File: config.mk
export PLATFORM = sky130hd
export DESIGN_NAME = uart_tx_arbiter
export DESIGN_NICKNAME = d
export VERILOG_FILES = /design/src/rtl/uart_tx_arbiter.sv
export SDC_FILE = /design/constraint.sdc
export NUM_CORES = 1
export LEC_CHECK = 0
export BUFFER_PORTS_ARGS = -buffer_cell sky130_fd_sc_hd__buf_2
export CORE_MARGIN = 1
export CORE_UTILIZATION = 40
export CTS_BUF_LIST = sky130_fd_sc_hd__clkbuf_4
export CTS_CLUSTER_DIAMETER = 80
export DETAILED_ROUTE_END_ITERATION = 12
export PLACE_DENSITY = 0.75
export SLEW_MARGIN = 40
export SYNTH_ARGS = -nofsm -noshare
export SYNTH_HDL_FRONTEND = slang
export SYNTH_SLANG_ARGS = --single-unit
File: constraint.sdc
create_clock -name i_clk -period 1.9 [get_ports i_clk]
set_input_delay 0 -clock i_clk [delete_from_list [all_inputs] [get_ports i_clk]]
set_output_delay 0 -clock i_clk [all_outputs]
set_load 0.02 [all_outputs]
File: src/rtl/uart_tx_arbiter.sv
// Round-robin, message-locking arbiter sharing one UART byte transmitter between NUM_REQ sources.
// A grant is held until the owner's last byte transfers or the owner stalls too long.
module uart_tx_arbiter #(
  parameter int unsigned NUM_REQ        = 4,
  parameter int unsigned TIMEOUT_CYCLES = 270000
) (
  input  logic                 i_clk,
  input  logic                 i_rst,
  input  logic [NUM_REQ-1:0]   i_req_valid,
  input  logic [8*NUM_REQ-1:0] i_req_data,
  input  logic [NUM_REQ-1:0]   i_req_last,
  output logic [NUM_REQ-1:0]   o_req_ready,
  output logic                 o_tx_valid,
  output logic [7:0]           o_tx_data,
  input  logic                 i_tx_ready,
  output logic [NUM_REQ-1:0]   o_grant,
  output logic                 o_busy,
  output logic                 o_timeout_pulse
);

  localparam int unsigned IdxW = $clog2(NUM_REQ);
  localparam int unsigned CntW = $clog2(TIMEOUT_CYCLES);
  localparam logic [CntW-1:0] CntLast = CntW'(TIMEOUT_CYCLES - 1);

  typedef enum logic {StIdle, StLocked} state_e;

  state_e              r_state;
  logic [IdxW-1:0]     r_owner;
  logic [IdxW-1:0]     r_last_owner;
  logic [NUM_REQ-1:0]  r_grant;
  logic                r_busy;
  logic                r_timeout_pulse;
  logic [CntW-1:0]     r_cnt;

  logic                w_tx_valid;
  logic [7:0]          w_tx_data;
  logic [NUM_REQ-1:0]  w_req_ready;
  logic                w_last;
  logic                w_found;
  logic [IdxW-1:0]     w_winner;

  // Datapath mux driven straight from the registered owner: no added pipeline stage.
  always_comb begin
    w_tx_valid  = 1'b0;
    w_tx_data   = 8'h00;
    w_req_ready = '0;
    w_last      = 1'b0;
    for (int i = 0; i < int'(NUM_REQ); i++) begin
      if (r_state == StLocked && r_owner == IdxW'(i)) begin
        w_tx_valid     = i_req_valid[i];
        w_tx_data      = i_req_data[8*i +: 8];
        w_req_ready[i] = i_tx_ready;
        w_last         = i_req_last[i];
      end
    end
  end

  // Search starts just after the previous owner and wraps upward.
  always_comb begin
    w_found  = 1'b0;
    w_winner = '0;
    for (int k = 1; k <= int'(NUM_REQ); k++) begin
      for (int i = 0; i < int'(NUM_REQ); i++) begin
        if (!w_found && i_req_valid[i] &&
            ((int'(r_last_owner) + k) % int'(NUM_REQ)) == i) begin
          w_found  = 1'b1;
          w_winner = IdxW'(i);
        end
      end
    end
  end

  always_ff @(posedge i_clk) begin
    if (i_rst) begin
      r_state         <= StIdle;
      r_owner         <= '0;
      r_last_owner    <= IdxW'(NUM_REQ - 1);
      r_grant         <= '0;
      r_busy          <= 1'b0;
      r_timeout_pulse <= 1'b0;
      r_cnt           <= '0;
    end else begin
      r_timeout_pulse <= 1'b0;
      unique case (r_state)
        StIdle: begin
          if (w_found) begin
            r_state <= StLocked;
            r_owner <= w_winner;
            r_grant <= NUM_REQ'(1) << w_winner;
            r_busy  <= 1'b1;
            r_cnt   <= '0;
          end
        end
        StLocked: begin
          if (w_tx_valid && i_tx_ready) begin
            r_cnt <= '0;
            if (w_last) begin
              r_state      <= StIdle;
              r_last_owner <= r_owner;
              r_grant      <= '0;
              r_busy       <= 1'b0;
            end
          end else if (!w_tx_valid) begin
            if (r_cnt == CntLast) begin
              r_state         <= StIdle;
              r_last_owner    <= r_owner;
              r_grant         <= '0;
              r_busy          <= 1'b0;
              r_timeout_pulse <= 1'b1;
              r_cnt           <= '0;
            end else if (r_cnt != {CntW{1'b1}}) begin
              r_cnt <= r_cnt + CntW'(1);
            end
          end
          // Valid owner held off by the transmitter: counter holds.
        end
        default: r_state <= StIdle;
      endcase
    end
  end

  assign o_req_ready     = w_req_ready;
  assign o_tx_valid      = w_tx_valid;
  assign o_tx_data       = w_tx_data;
  assign o_grant         = r_grant;
  assign o_busy          = r_busy;
  assign o_timeout_pulse = r_timeout_pulse;

endmodule

==> results.toml <==
[detailed_routing]
drc = 0
wl_met2_um = 3000
wl_met1_um = 2660
wl_um = 6170
routedWlPerCell_um = 14.9
drt_iter0_drc = 116
wl_met3_um = 384
vias_per_cell = 5.80
ant_nets = 0
highest_layer = "met4"
vias = 2397
drt_first_pass_iters = 4

[setup_path]
slowest_delay_ns = 0.57
cpMaxStageDelayCell = "mux4_2"
worstSetupStartpointType = "flip-flop"
path_cells = "mux4_2, a21o_4, a31oi_4, buf_4, o211ai_1, mux2i_1"
path_max_fanout = 5
arrival_ns = 2.14
cp-end-kind = "flip-flop"
required_ns = 2.17
path_class = "reg -> reg"

[sta]
fmax_ghz = 0.534
drv_slew = 0
maxSlewHeadroom = 0.757
setup_tns_ns = 0
skew_ns = 0.00657
period_minus_slack_ns = 1.87
setup_viol = 0
finalCritPeriodShare = 0.986
rsz0062_at_grt = "yes"
hold_violations = 0
tightest_slew_ns = 0.361

[global_route]
overflow = 0
grt_pass1_wl_um = 9820
grtUsageTotal = 0.228
antenna_found_initial = 0
grt_max_degree = 19
grt_pass1_vias = 2178

[logic_synthesis]
yosysSeqAreaShare = 0.280
ys_warn_count = 0
synthTopCellsByCount = "dfxtp_1, nand3_1, nand2_1"
syn-num-nets = 294
synth-main-ff-cell = "dfxtp_1"
async_flop_share = 0
synth_area_per_cell_um2 = 8.58
synth_edf_count = 0
synth_area_leaders = "dfxtp_1, mux4_2, nand3_1"
synth_top_area_cell = "dfxtp_1"
syn_area_mm2 = 0.00215
yosysMostFrequentCell = "dfxtp_1"
ys_types = 48
netlist_instances = 250
ys_ff_latch = 30
yosysTopAreaCellShare = 0.280

[clocking]
path_clk_slew_ns = 0.09
clock_sinks = 30
cts_tree = "yes"
cts_buffers = 5
clockBufferDepth = 2
cts.htree.levels = 2
cts_root_buf = "clkbuf_4"
clock_latency_ns = 0.34

[final_layout]
n_antenna_cell = 0
area_delta_synth_final_pct = 36.7
drive_gt1_frac = 0.443
nets = 387
nFillCells = 488

[flow_run]
drv_cap = 0

[hold_path]
hold_path.class = "in -> reg"

[power_and_ir_drop]
leakage_nw = 1.13
cellPowerDensity_mw_per_mm2 = 507
max-vdd-ir-drop_mv = 0.336
power_mw = 1.49

[floorplanning]
io_pins = 62
start_util = 0.417
fp.dieArea_mm2 = 0.00566
core_mm2 = 0.00514
fp.dieH_um = 75.2
die_x_um = 75.2
rows = 26

[placed_design]
gp_congestion = 0.938
dp_hpwl_um = 4520
port_buffers = 61

[status]
status = "finished clean"
[report_power, final]
part / total [mW] / internal, mW / switching, mW
clock: 0.386 / 0.168 / 0.218
sequential: 0.659 / 0.647 / 0.0124
combinational: 0.443 / 0.211 / 0.232
total: 1.49 / 1.03 / 0.463
[registers in the layout, indices dropped and copies added (netlist names)]
register         cells
r_last_owner         2
r_state              1
o_grant              4
o_timeout_pulse      1
r_cnt               19
o_busy               1
r_owner              2
[what timing repair did]
action / 4_1_cts / 5_1_grt
pin swaps: 0 / 6
resized for setup: 3 / 28
hold buffers: 1 / 0
setup endpoints to repair: 12 / 31
setup buffers: 1 / 2
hold endpoints to repair: 2 / 0
cloned: 0 / 1
[worst max-delay path, delay by kind of cell, from the launching register on]
family,cells,cell delay [ns]
mux,2,0.70
compound gates,3,0.57
flops,1,0.36
buf+inv,1,0.18
[path summary, 6_finish.rpt]
check / start / end / slack [ns] / cells after the start
worst max-delay path: r_owner[1] / r_cnt[13] / 0.03 / 6
worst min-delay path: i_tx_ready / r_cnt[3] / 0.13 / 4
worst max register to register: r_owner[1] / r_cnt[13] / 0.03 / 6
worst min register to register: o_grant[2] / o_grant[2] / 0.47 / 1
[metrics by stage]
stage          instance area [um^2]  utilization  std cells  hold slack, ns  setup slack [ns]
6_report                       2930        0.571        413           0.125            0.0267
5_1_grt                        2930        0.571        413           0.125           -0.0407
4_1_cts                        2810        0.546        410           0.121           -0.0195
3_5_place_dp                   2720        0.529        401           0.350           -0.0283
3_3_place_gp                   2720        0.529        401           0.351            0.0253
2_1_floorplan                  2150            -        250           0.183            0.0363
[layout make-up]
type,count,area (um^2),area share
multi-input combinational,191,1510,0.514
timing repair buffer,101,632,0.215
sequential,30,602,0.205
tap,70,87.6,0.0299
clock buffer,7,52.6,0.0179
inverter,14,52.6,0.0179
[metal layers]
layer | up-vias | GRT usage
met2 | 87 | 0.382
met5 | - | 0
met3 | 14 | 0.0415
met4 | 0 | 0.0802
met1 | 1146 | 0.295
li1 | 1150 | -
[cells by family (layout without fill, tap and decap cells)]
family,after synthesis,after routing,share of synthesized area
and+or+nand+nor,97,97,0.249
AOI/OAI and AO/OA,77,77,0.270
DFF,30,30,0.280
buffers and inverters,29,122,0.0682
muxes,16,16,0.127
adders and majority gates,1,1,0.00583
[layout by cell type (no fill, tap or decap), drive strengths merged]
master,count
nor4b,1
mux2i,7
dfxtp,30
nor2,11
o211ai,14
a21oi,21
o22a,1
inv,14
o21ai,5
a211oi,4
o2111ai,5
and4,6
nor3b,2
nor3,6
clkbuf,7
dlygate4sd3,1
o211a,1
buf,100
a311oi,2
nand2,20
o31ai,4
nand4,1
or4,6
and2,10
a22oi,1
and3,4
o21a,2
a31oi,3
o2bb2ai,2
a21o,6
nand3,23
nand2b,2
ha,1
a211o,1
nor4,2
mux4,9
o22ai,2
or2,3
a22o,2
o32ai,1
(Power assumes the default switching activity.)
